===== config.mk =====
export PLATFORM = sky130hd
export DESIGN_NAME = auth_cmd_tx
export DESIGN_NICKNAME = d
export VERILOG_FILES = /design/src/rtl/auth_cmd_tx.sv
export SDC_FILE = /design/constraint.sdc
export NUM_CORES = 1
export LEC_CHECK = 0
export CAP_MARGIN = 20
export CORE_ASPECT_RATIO = 2
export CORE_MARGIN = 2
export CORE_UTILIZATION = 60
export CTS_BUF_LIST = sky130_fd_sc_hd__clkbuf_4
export DETAILED_ROUTE_END_ITERATION = 16
export PLACE_DENSITY = 0.8
export REMOVE_ABC_BUFFERS = 1
export SYNTH_ARGS = -nofsm -noshare
export SYNTH_HDL_FRONTEND = slang
export SYNTH_SLANG_ARGS = --single-unit

===== constraint.sdc =====
create_clock -name clk -period 2.65 [get_ports clk]
set_clock_uncertainty 0.15 [all_clocks]
set_input_delay 0.53 -clock clk [delete_from_list [all_inputs] [get_ports clk]]
set_output_delay 0.53 -clock clk [all_outputs]
set_load 0.03 [all_outputs]

===== src/rtl/auth_cmd_tx.sv =====
// Authentication command transmitter: serialises 'G'/'S' command bytes as 8N1 UART,
// holds one pending request and re-sends 'G' as a keep-alive while the link is up.
module auth_cmd_tx #(
  parameter int unsigned BAUD_DIV  = 2604,
  parameter int unsigned KA_PERIOD = 0
) (
  input  logic clk,
  input  logic rst_n,
  input  logic go_req,
  input  logic stop_req,
  output logic TX,
  output logic busy,
  output logic cmd_done,
  output logic link_up
);

  localparam logic [7:0]  CmdGo    = 8'h47;
  localparam logic [7:0]  CmdStop  = 8'h53;
  localparam logic [11:0] BaudLast = 12'(BAUD_DIV - 1);
  localparam logic [23:0] KaLimit  = 24'(KA_PERIOD);
  localparam bit          KaEn     = (KA_PERIOD != 0);

  typedef enum logic {StIdle, StXmit} state_e;

  state_e      state_q, state_d;
  logic [11:0] baud_q, baud_d;
  logic [3:0]  bit_q, bit_d;
  logic [8:0]  shreg_q, shreg_d;
  logic        is_stop_q, is_stop_d;
  logic        pend_q, pend_d;
  logic        pend_stop_q, pend_stop_d;
  logic [23:0] ka_q, ka_d;
  logic        tx_q, tx_d;
  logic        busy_q, busy_d;
  logic        done_q, done_d;
  logic        link_q, link_d;

  logic req;
  logic ka_fire;
  logic start_stop;

  assign req     = go_req | stop_req;
  // Counter sits at KaLimit for one cycle (the decision cycle) before the frame starts.
  assign ka_fire = KaEn && link_q && (ka_q == KaLimit);

  always_comb begin
    state_d     = state_q;
    baud_d      = baud_q;
    bit_d       = bit_q;
    shreg_d     = shreg_q;
    is_stop_d   = is_stop_q;
    pend_d      = pend_q;
    pend_stop_d = pend_stop_q;
    ka_d        = ka_q;
    tx_d        = tx_q;
    busy_d      = busy_q;
    done_d      = 1'b0;
    link_d      = link_q;
    start_stop  = 1'b0;

    case (state_q)
      StIdle: begin
        if (req || pend_q || ka_fire) begin
          // A fresh request beats the pending slot, which beats the keep-alive.
          start_stop  = req ? stop_req : (pend_q & pend_stop_q);
          state_d     = StXmit;
          is_stop_d   = start_stop;
          shreg_d     = {1'b1, start_stop ? CmdStop : CmdGo};
          baud_d      = '0;
          bit_d       = '0;
          tx_d        = 1'b0;
          busy_d      = 1'b1;
          pend_d      = 1'b0;
          pend_stop_d = 1'b0;
          ka_d        = '0;
        end else if (link_q && KaEn) begin
          ka_d = ka_q + 24'd1;
        end else begin
          ka_d = '0;
        end
      end

      StXmit: begin
        if (req) begin
          pend_d      = 1'b1;
          pend_stop_d = stop_req;
        end
        if (baud_q == BaudLast) begin
          baud_d = '0;
          if (bit_q == 4'd9) begin
            state_d = StIdle;
            tx_d    = 1'b1;
            busy_d  = 1'b0;
            done_d  = 1'b1;
            link_d  = ~is_stop_q;
          end else begin
            bit_d   = bit_q + 4'd1;
            tx_d    = shreg_q[0];
            shreg_d = {1'b1, shreg_q[8:1]};
          end
        end else begin
          baud_d = baud_q + 12'd1;
        end
      end

      default: state_d = StIdle;
    endcase
  end

  always_ff @(posedge clk or negedge rst_n) begin
    if (!rst_n) begin
      state_q     <= StIdle;
      baud_q      <= '0;
      bit_q       <= '0;
      shreg_q     <= '1;
      is_stop_q   <= 1'b0;
      pend_q      <= 1'b0;
      pend_stop_q <= 1'b0;
      ka_q        <= '0;
      tx_q        <= 1'b1;
      busy_q      <= 1'b0;
      done_q      <= 1'b0;
      link_q      <= 1'b0;
    end else begin
      state_q     <= state_d;
      baud_q      <= baud_d;
      bit_q       <= bit_d;
      shreg_q     <= shreg_d;
      is_stop_q   <= is_stop_d;
      pend_q      <= pend_d;
      pend_stop_q <= pend_stop_d;
      ka_q        <= ka_d;
      tx_q        <= tx_d;
      busy_q      <= busy_d;
      done_q      <= done_d;
      link_q      <= link_d;
    end
  end

  assign TX       = tx_q;
  assign busy     = busy_q;
  assign cmd_done = done_q;
  assign link_up  = link_q;

endmodule


==> impl_table.tex, run 1 <==
\begin{tabular}{lr}
\hline
Metric & Value \\
\hline
\multicolumn{2}{l}{\textbf{Drt}} \\
Overall via count from detail\_route & 1287 \\
Drt first-iter violations & 47 \\
WL per Instance & between 15 and 20 µm \\
Count of unresolved DRC violations after routing & 0 \\
Drt via density & about 6.3 \\
Remaining antenna violation count & 0 \\
DRT Wirelength & between 3 and 4 mm \\
First drt pass iteration count & 4 \\
\multicolumn{2}{l}{\textbf{Placement}} \\
Post-detail-place hpwl & around 2.5 mm \\
Gp weighted congestion & around 0.87 \\
Standard cell area after detailed placement & $\sim$1700 µm² \\
Worst setup timing slack at the placement stage & 0.2053 ns \\
Input/output buffers & 7 \\
Placed cell count & 197 \\
\multicolumn{2}{l}{\textbf{Clocking}} \\
Deepest clock path buffer count & 2 \\
Total number of H-tree levels & 2 \\
Hold bufs inserted after CTS & 0 \\
Clock tree from TritonCTS & built \\
Number of gates given a new drive strength after cts & 0 \\
CTS root buffer & clkbuf\_4 \\
Clock-pin slew on the worst setup and hold paths & $\sim$0.10 ns \\
Buffers inserted during post-CTS setup optimization & 0 \\
Clock latency on the worst-skew pair & $\sim$0.33 ns \\
Clock sink count & 32 \\
Number of clock buffers inserted by TritonCTS & 5 \\
\multicolumn{2}{l}{\textbf{Timing}} \\
Number of hold violations in the final report & 0 \\
Setup Viol. Count Final & 0 \\
Slew Viols, Final & 0 \\
Final clock period utilization by the worst path & 92.63\% \\
Measured slew at the worst slew-check pin & 0.5956 ns \\
Setup TNS & 0 ns \\
Final worst-path setup slack & around 0.20 ns \\
Worst slack on hold paths & 0.3201 ns \\
Unrepaired setup endpoints after global routing & no \\
Worst-case headroom to the max-slew limit & 60.15\% \\
Peak clock frequency supported by timing & 0.4074 GHz \\
Final worst path period need & 2.455 ns \\
\multicolumn{2}{l}{\textbf{Synthesis}} \\
Sequential share of the synthesized area & 51.84\% \\
Share of Yosys cell area claimed by the top area cell type & between 30 and 40\% \\
Synth top area cells & dfrtp\_1 37\%, dfstp\_2 15\%, o21ai\_0 5.4\% \\
Top cell types by occurrence after synthesis & 23 x dfrtp\_1, 17 x o21ai\_0, 16 x nand2\_1 \\
Cell area after synthesis & 1567 µm² \\
Top flip-flop cell by instance count after synthesis & dfrtp\_1 \\
Number of synthesized flops with an enable pin & 0 \\
Most repeated cell in the gate-level netlist after synthesis & dfrtp\_1 \\
Dominant cell type by area after synthesis & dfrtp\_1 \\
Number of cells produced by synthesis & around 160 \\
Fraction of registers with async set or reset after synthesis & 100.0\% \\
Per-instance average area after synthesis & between 9 and 10 µm² \\
Yosys synthesis warning count & 0 \\
Register bit total from synthesis & 32 \\
Unique cell type count in the Yosys netlist & 39 \\
\multicolumn{2}{l}{\textbf{Setup path}} \\
Arrival time worst endpoint & 2.57 ns \\
Crit path cell chain & or4b\_4 > or4\_4 > or4\_1 > a21oi\_1 \\
Largest stage delay, worst path & 0.62 ns \\
Highest net fanout along the worst path & 13 \\
Endpoint kind of the worst setup timing path & flop \\
Critical path type & flop to flop \\
Cell family with the largest share of critical-path delay & simple AND/OR/NAND/NOR gates \\
Data required time at the worst endpoint & approximately 2.8 ns \\
Kind of start point of the critical path & flop \\
Crit path buffers/inverters & 0 \\
Standard cell with the maximum stage delay on the critical path & or4\_4 \\
\multicolumn{2}{l}{\textbf{Final layout}} \\
Antenna diode count & 0 \\
Synth-to-Final Area Change & 11.74\% \\
Area of all placed cells without fillers & around 1800 µm² \\
NumNets Final & $\sim$180 \\
Fraction of layout cells with a size suffix above 1 & roughly 16\% \\
Post-layout util & 69.88\% \\
Final Instance Count excl. Fillers & $\sim$210 \\
\multicolumn{2}{l}{\textbf{Global routing}} \\
Vias in the first global route & around 1300 \\
Pin count of the biggest net entering global routing & 33 \\
Tot GR Track Use & about a quarter \\
Number of antenna violations at the first check in global routing & 0 \\
Grt ovf & 0 \\
Global-route wire length before repair & $\sim$5.7 mm \\
\multicolumn{2}{l}{\textbf{Power and ir drop}} \\
Sw Share & 33.37\% \\
Overall power & between 1 and 1.5 mW \\
Combinational Power Share & 20.3\% \\
Net switching component of the power & between 400 and 500 µW \\
Sequential power share & between 50 and 60\% \\
Worst IR Drop VDD & 529.2 µV \\
Power density over cell area & between 700 and 800 nW/µm² \\
Power share of the clock group & approximately 22\% \\
Leakage Power & roughly 0.75 nW \\
P\_int & around 840 µW \\
\multicolumn{2}{l}{\textbf{Die}} \\
Count of pins on the block boundary & 8 \\
Horizontal die dimension & approximately 40 µm \\
Height of the chip & 76.26 µm \\
Area inside the core boundary & approximately 2500 µm² \\
Initial standard-cell utilization of the core & between 60\% and 70\% \\
Std-Cell Rows & 26 \\
Die area & 3060 µm² \\
\multicolumn{2}{l}{\textbf{Run status}} \\
Run status & finished, final reports clean \\
\multicolumn{2}{l}{\textbf{Min path}} \\
Worst hold path class & flop to flop \\
\multicolumn{2}{l}{\textbf{Flow run}} \\
Max-capacitance violation count & 0 \\
\hline
\end{tabular}
-- logic make-up (layout without fill, tap and decap cells) --
| logic type | Yosys count | count (layout) | synth area share [%] |
|---|---|---|---|
| compound gates | 47 | 47 | 19.41 |
| mux | 1 | 1 | 0.6390 |
| fa+ha+maj | 3 | 3 | 2.396 |
| xor+xnor | 2 | 2 | 1.118 |
| buf+inv | 12 | 28 | 2.875 |
| simple gates | 64 | 64 | 21.72 |
| flops | 32 | 32 | 51.84 |
-- sequential cells by signal, indices dropped and copies added, names as in the netlist --
signal,flops
is_stop_q,1
bit_q,4
link_up,1
cmd_done,1
pend_q,1
state_q,1
baud_q,12
busy,1
TX,1
pend_stop_q,1
shreg_q,8
-- area by class of cell --
class	count	area [µm²]
flip-flops and latches	32	812.0
fillers	203	754.5
repair buffers	12	107.6
inverters	8	30.03
multi-input cells	117	709.4
well taps	28	35.03
clock inverters	1	3.754
clock buffers	7	52.55
-- worst paths after layout --
| check | depth (start not counted) | startpoint | slack [ns] | endpoint |
|---|---|---|---|---|
| worst max-delay path | 4 | baud_q[2] | 0.20 | bit_q[2] |
| worst min-delay path | 1 | is_stop_q | 0.32 | link_up |
| min in group asynchronous | 2 | rst_n | 0.43 | bit_q[2] |
| worst max register to register | 4 | baud_q[2] | 0.20 | bit_q[2] |
| max in group asynchronous | 2 | rst_n | 1.59 | shreg_q[3] |
| worst min register to register | 1 | is_stop_q | 0.32 | link_up |
-- power by group through the flow --
stage | clock [mW] | combinational [mW] | sequential (mW)
after global routing | 0.310 | 0.293 | 0.742
final | 0.280 | 0.257 | 0.730
after global placement | 0 | 0.238 | 0.726
after detailed placement | 0 | 0.258 | 0.736
after CTS | 0.285 | 0.261 | 0.727
after floorplan | 0 | 0.183 | 0.708
-- metal layers --
metal  GRT usage, %  wire, µm  part of all wire [%]
met2          45.16      1921                    57
met1          27.58      1268                    37
met4          13.10        98                   2.9
met5              0         0                     0
met3          6.414       106                   3.1
-- cells in the final DEF (no fill, tap or decap), drive strengths merged, types with 4 or more instances in the layout --
| cell type | count |
|---|---|
| buf | 5 |
| dfrtp | 23 |
| inv | 8 |
| clkbuf | 7 |
| or2 | 4 |
| dfstp | 9 |
| nand2 | 16 |
| clkdlybuf4s50 | 7 |
| o21ai | 17 |
| nor2 | 11 |
| a21oi | 9 |
| nor3 | 7 |
| nand3 | 7 |
| a21o | 5 |
No activity file was read; power rests on OpenSTA's default activity.
==> run 2, diff against run 1 <==
==> constraint.sdc (replaced) <==
create_clock -name clk -period 2.8 [get_ports clk]
set_clock_uncertainty 0.15 [all_clocks]
set_input_delay 0.56 -clock clk [delete_from_list [all_inputs] [get_ports clk]]
set_output_delay 0.56 -clock clk [all_outputs]
set_load 0.03 [all_outputs]
==> impl_table.tex, run 2 (synthesized netlist as in run 1, its figures left out) <==
\begin{tabular}{lr}
\hline
Metric & Value \\
\hline
\multicolumn{2}{l}{\textbf{Run status}} \\
Run status & finished, final reports clean (unchanged) \\
\multicolumn{2}{l}{\textbf{Drt}} \\
DRT Wirelength & 3.430 mm (was 3.395 mm) \\
Remaining antenna violation count & 0 (unchanged) \\
First drt pass iteration count & 4 (unchanged) \\
Drt via density & 6.270 (was 6.278) \\
WL per Instance & 16.81 µm (was 16.56 µm) \\
Top Metal Used & met4 (unchanged) \\
Drt first-iter violations & 47 (unchanged) \\
DRT met1 WL & 1.226 mm (was 1.268 mm) \\
Overall via count from detail\_route & 1279 (was 1287) \\
Amount of wire on met2 after detailed routing & 1.977 mm (was 1.921 mm) \\
Count of unresolved DRC violations after routing & 0 (unchanged) \\
Amount of wire on met3 after detailed routing & 114 µm (was 106 µm) \\
\multicolumn{2}{l}{\textbf{Setup path}} \\
Highest net fanout along the worst path & 13 (unchanged) \\
Critical path type & flop to flop (unchanged) \\
Endpoint kind of the worst setup timing path & flop (unchanged) \\
Data required time at the worst endpoint & 2.92 ns (was 2.77 ns) \\
Kind of start point of the critical path & flop (unchanged) \\
Arrival time worst endpoint & 2.55 ns (was 2.57 ns) \\
\multicolumn{2}{l}{\textbf{Global routing}} \\
Tot GR Track Use & 28.29\% (was 26.60\%) \\
Pin count of the biggest net entering global routing & 33 (unchanged) \\
Grt ovf & 0 (unchanged) \\
Vias in the first global route & 1369 (was 1342) \\
Global-route wire length before repair & 5.989 mm (was 5.706 mm) \\
Number of antenna violations at the first check in global routing & 0 (unchanged) \\
\multicolumn{2}{l}{\textbf{Final layout}} \\
Fraction of layout cells with a size suffix above 1 & 15.34\% (was 16.38\%) \\
Post-layout util & 69.43\% (was 69.88\%) \\
Footprint of the flip-flops and latches & 812.0 µm² (unchanged) \\
Largest regs & baud\_q: 12 flops, shreg\_q: 8 flops, bit\_q: 4 flops (unchanged) \\
Register name with the most flops & baud\_q (unchanged) \\
NumNets Final & 182 (was 183) \\
Area of all placed cells without fillers & 1739 µm² (was 1750 µm²) \\
Synth-to-Final Area Change & 11.02\% (was 11.74\%) \\
Fill cell count & 189 (was 203) \\
Largest register FFs & 12 (unchanged) \\
Antenna diode count & 0 (unchanged) \\
Commonest non-fill, non-tap cell in the layout & dfrtp\_1 (unchanged) \\
Area used by multi-input combinational logic & 709.4 µm² (unchanged) \\
Most frequent cells in the layout & 23 x dfrtp\_1, 17 x o21ai\_0, 16 x nand2\_1 (unchanged) \\
\multicolumn{2}{l}{\textbf{Placement}} \\
Gp weighted congestion & 0.8381 (was 0.8716) \\
Standard cell area after detailed placement & 1687 µm² (was 1694 µm²) \\
Input/output buffers & 7 (unchanged) \\
Post-detail-place hpwl & 2.611 mm (was 2.514 mm) \\
\multicolumn{2}{l}{\textbf{Timing}} \\
Setup TNS & 0 ns (unchanged) \\
Measured slew at the worst slew-check pin & 0.7075 ns (was 0.5956 ns) \\
Peak clock frequency supported by timing & 0.4115 GHz (was 0.4074 GHz) \\
Worst-case headroom to the max-slew limit & 52.32\% (was 60.15\%) \\
Unrepaired setup endpoints after global routing & no (unchanged) \\
Final worst path period need & 2.430 ns (was 2.455 ns) \\
Number of hold violations in the final report & 0 (unchanged) \\
Final clock period utilization by the worst path & 86.79\% (was 92.63\%) \\
Setup Viol. Count Final & 0 (unchanged) \\
Slew Viols, Final & 0 (unchanged) \\
\multicolumn{2}{l}{\textbf{Die}} \\
Std-Cell Rows & 26 (unchanged) \\
Horizontal die dimension & 40.13 µm (unchanged) \\
Area inside the core boundary & 2505 µm² (unchanged) \\
Count of pins on the block boundary & 8 (unchanged) \\
Die area & 3060 µm² (unchanged) \\
Height of the chip & 76.26 µm (unchanged) \\
Initial standard-cell utilization of the core & 62.54\% (unchanged) \\
\multicolumn{2}{l}{\textbf{Clocking}} \\
Number of clock buffers inserted by TritonCTS & 5 (unchanged) \\
Clock sink count & 32 (unchanged) \\
Deepest clock path buffer count & 2 (unchanged) \\
Number of gates given a new drive strength after cts & 0 (unchanged) \\
CTS root buffer & clkbuf\_4 (unchanged) \\
Total number of H-tree levels & 2 (unchanged) \\
Hold bufs inserted after CTS & 0 (unchanged) \\
Clock latency on the worst-skew pair & 0.34 ns (was 0.33 ns) \\
Clock-pin slew on the worst setup and hold paths & 0.09 ns (was 0.10 ns) \\
Buffers inserted during post-CTS setup optimization & 0 (unchanged) \\
Clock tree from TritonCTS & built (unchanged) \\
\multicolumn{2}{l}{\textbf{Flow run}} \\
Max-capacitance violation count & 0 (unchanged) \\
\multicolumn{2}{l}{\textbf{Min path}} \\
Worst hold path class & flop to flop (unchanged) \\
\multicolumn{2}{l}{\textbf{Power and ir drop}} \\
Worst IR Drop VDD & 480.0 µV (was 529.2 µV) \\
Leakage Power & 0.7397 nW (was 0.7482 nW) \\
Power density over cell area & 682.3 nW/µm² (was 724.1 nW/µm²) \\
\hline
\end{tabular}
## run 2: cell type report
class	count	area share, %
clock buffer	6	2.590
clock inverter	2	0.4317
inverter	8	1.727
multi-input combinational	117	40.79
sequential	32	46.69
tap	28	2.014
timing repair buffer	11	5.755
## run 2: path summary, 6_finish.rpt
path	from	end	slack (ns)	depth (start not counted)
max	baud_q[2]	bit_q[2]	0.37	4
min	shreg_q[7]	shreg_q[7]	0.31	2
max reg2reg	baud_q[2]	bit_q[2]	0.37	4
min reg2reg	shreg_q[7]	shreg_q[7]	0.31	2
max in group asynchronous	rst_n	shreg_q[4]	1.70	2
min in group asynchronous	rst_n	bit_q[0]	0.45	2
## run 2: critical path, cell delays in order, from the launching register on
cell	delay [ns]
dfrtp_1	0.43
or4b_4	0.59
or4_4	0.61
or4_1	0.42
a21oi_1	0.16
## run 2: routing by layer
layer | vias to the layer above | GRT usage [%]
met5 | - | 0
met4 | 0 | 13.10
met3 | 13 | 8.163
met2 | 32 | 47.90
met1 | 621 | 29.08
li1 | 613 | -
## run 2: power by group
part / internal [mW] / switching [mW]
Combinational: 0.108 / 0.133
Clock: 0.102 / 0.151
Sequential: 0.575 / 0.117
## run 2: metrics by stage
stage,hold slack (ns),power (mW),std cells,worst slack (ns)
global route,0.3473,1.270,204,0.2834
floorplan,0.1144,0.8435,157,0.4895
detailed placement,0.3013,0.9407,196,0.3852
finish,0.3133,1.187,204,0.3700
global placement,0.2976,0.9140,196,0.4336
CTS,0.3170,1.194,204,0.3709
==> run 3, diff against run 2 <==
--- a/config.mk
+++ b/config.mk
@@ -11,6 +11,7 @@
 export CORE_UTILIZATION = 60
 export CTS_BUF_LIST = sky130_fd_sc_hd__clkbuf_4
 export DETAILED_ROUTE_END_ITERATION = 16
+export MAX_ROUTING_LAYER = met4
 export PLACE_DENSITY = 0.8
 export REMOVE_ABC_BUFFERS = 1
 export SYNTH_ARGS = -nofsm -noshare
==> impl_table.tex, run 3 (synthesized netlist as in run 1, its figures left out) <==
\begin{tabular}{lr}
\hline
Metric & Value \\
\hline
\multicolumn{2}{l}{\textbf{Setup path}} \\
Critical path type & flop to flop (unchanged) \\
Slack of the worst reg-to-reg path & 0.37 ns (about the same) \\
Highest net fanout along the worst path & 13 (unchanged) \\
Largest stage delay, worst path & 0.61 ns (about the same) \\
Crit path cell chain & or4b\_4 > or4\_4 > or4\_1 > a21oi\_1 (unchanged) \\
Arrival time worst endpoint & 2.55 ns (about the same) \\
Standard cell with the maximum stage delay on the critical path & or4\_4 (unchanged) \\
Kind of start point of the critical path & flop (unchanged) \\
Endpoint kind of the worst setup timing path & flop (unchanged) \\
Data required time at the worst endpoint & 2.92 ns (about the same) \\
\multicolumn{2}{l}{\textbf{Drt}} \\
First drt pass iteration count & 4 (unchanged) \\
Drt first-iter violations & 50 (was 47) \\
Overall via count from detail\_route & 1284 (was 1279) \\
Drt via density & 6.294 (was 6.270) \\
WL per Instance & 16.94 µm (was 16.81 µm) \\
Count of unresolved DRC violations after routing & 0 (unchanged) \\
Remaining antenna violation count & 0 (unchanged) \\
DRT Wirelength & 3.455 mm (was 3.430 mm) \\
\multicolumn{2}{l}{\textbf{Die}} \\
Initial standard-cell utilization of the core & 62.54\% (unchanged) \\
Area inside the core boundary & 2505 µm² (unchanged) \\
Die area & 3060 µm² (unchanged) \\
Count of pins on the block boundary & 8 (unchanged) \\
Horizontal die dimension & 40.13 µm (unchanged) \\
Std-Cell Rows & 26 (unchanged) \\
Height of the chip & 76.26 µm (unchanged) \\
\multicolumn{2}{l}{\textbf{Timing}} \\
Number of hold violations in the final report & 0 (unchanged) \\
Peak clock frequency supported by timing & 0.4115 GHz (about the same) \\
Worst slack on hold paths & 0.3134 ns (was 0.3133 ns) \\
Final clock period utilization by the worst path & 86.79\% (about the same) \\
Measured slew at the worst slew-check pin & 0.7097 ns (was 0.7075 ns) \\
Worst-case headroom to the max-slew limit & 52.17\% (was 52.32\%) \\
Setup TNS & 0 ns (unchanged) \\
Final worst path period need & 2.430 ns (about the same) \\
Slew Viols, Final & 0 (unchanged) \\
Unrepaired setup endpoints after global routing & no (unchanged) \\
Setup Viol. Count Final & 0 (unchanged) \\
\multicolumn{2}{l}{\textbf{Final layout}} \\
Most frequent cells in the layout & 23 x dfrtp\_1, 17 x o21ai\_0, 16 x nand2\_1 (unchanged) \\
Antenna diode count & 0 (unchanged) \\
Commonest non-fill, non-tap cell in the layout & dfrtp\_1 (unchanged) \\
Largest register FFs & 12 (unchanged) \\
Largest regs & baud\_q: 12 flops, shreg\_q: 8 flops, bit\_q: 4 flops (unchanged) \\
Register name with the most flops & baud\_q (unchanged) \\
NumNets Final & 182 (unchanged) \\
Synth-to-Final Area Change & 11.02\% (unchanged) \\
Fraction of layout cells with a size suffix above 1 & 15.34\% (unchanged) \\
Fill cell count & 189 (unchanged) \\
\multicolumn{2}{l}{\textbf{Global routing}} \\
Tot GR Track Use & 29.00\% (was 28.29\%) \\
Vias in the first global route & 1366 (was 1369) \\
Grt ovf & 0 (unchanged) \\
Global-route wire length before repair & 5.982 mm (was 5.989 mm) \\
Pin count of the biggest net entering global routing & 33 (unchanged) \\
Number of antenna violations at the first check in global routing & 0 (unchanged) \\
\multicolumn{2}{l}{\textbf{Clocking}} \\
Clock sink count & 32 (unchanged) \\
Number of gates given a new drive strength after cts & 0 (unchanged) \\
Hold bufs inserted after CTS & 0 (unchanged) \\
Deepest clock path buffer count & 2 (unchanged) \\
Clock latency on the worst-skew pair & 0.34 ns (about the same) \\
CTS root buffer & clkbuf\_4 (unchanged) \\
Number of clock buffers inserted by TritonCTS & 5 (unchanged) \\
Total number of H-tree levels & 2 (unchanged) \\
Clock-pin slew on the worst setup and hold paths & 0.10 ns (was 0.09 ns) \\
Clock tree from TritonCTS & built (unchanged) \\
Buffers inserted during post-CTS setup optimization & 0 (unchanged) \\
\multicolumn{2}{l}{\textbf{Placement}} \\
Post-detail-place hpwl & 2.611 mm (unchanged) \\
Gp weighted congestion & 0.8511 (was 0.8381) \\
Input/output buffers & 7 (unchanged) \\
\multicolumn{2}{l}{\textbf{Power and ir drop}} \\
Power density over cell area & 683.0 nW/µm² (was 682.3 nW/µm²) \\
Worst IR Drop VDD & 479.7 µV (was 480.0 µV) \\
Leakage Power & 0.7397 nW (unchanged) \\
\multicolumn{2}{l}{\textbf{Run status}} \\
Run status & finished, final reports clean (unchanged) \\
\multicolumn{2}{l}{\textbf{Flow run}} \\
Max-capacitance violation count & 0 (unchanged) \\
\multicolumn{2}{l}{\textbf{Min path}} \\
Worst hold path class & flop to flop (unchanged) \\
\hline
\end{tabular}
run 3: final timing paths:
kind                            startpoint    endpoint  cells past startpoint
worst min-delay path            shreg_q[7]  shreg_q[7]                      2
worst max register to register   baud_q[2]    bit_q[2]                      4
worst min register to register  shreg_q[7]  shreg_q[7]                      2
min in group asynchronous            rst_n    bit_q[0]                      2
max in group asynchronous            rst_n  shreg_q[4]                      2
worst max-delay path             baud_q[2]    bit_q[2]                      4
run 3: metal layers:
metal  global-route usage, %  up-vias  wire length, µm
met4                   13.10        0              112
li1                        -      612                -
met1                   29.08      626             1246
met5                       -        -                0
met2                   47.90       33             1980
met3                   8.163       13              115
run 3: per-stage QoR:
stage          total power [mW]  util (%)  area (µm²)  setup slack (ns)  instances
2_1_floorplan            0.8435         -        1551            0.4895        157
3_3_place_gp             0.9140     67.33        1687            0.4336        196
3_5_place_dp             0.9407     67.33        1687            0.3852        196
4_1_cts                   1.194     69.43        1739            0.3709        204
5_1_grt                   1.270     69.43        1739            0.2834        204
6_report                  1.188     69.43        1739            0.3699        204
run 3: power breakdown:
| part | internal, mW | switching, mW |
|---|---|---|
| sequential | 0.574 | 0.118 |
| combinational | 0.108 | 0.133 |
| clock | 0.102 | 0.151 |
run 3: area by class of cell:
cell class	instances	area [µm²]	area share, %
Timing Repair Buffer	11	100.1	5.755
Tap cell	28	35.03	2.014
Clock inverter	2	7.507	0.4317
Clock buffer	6	45.04	2.590
Multi-Input combinational cell	117	709.4	40.79
Sequential cell	32	812.0	46.69
Inverter	8	30.03	1.727
run 3: critical path: cells and delay by family (launching register included):
family,cells,cell delay [ns]
simple gates,3,1.62
compound gates,1,0.16
flops,1,0.43
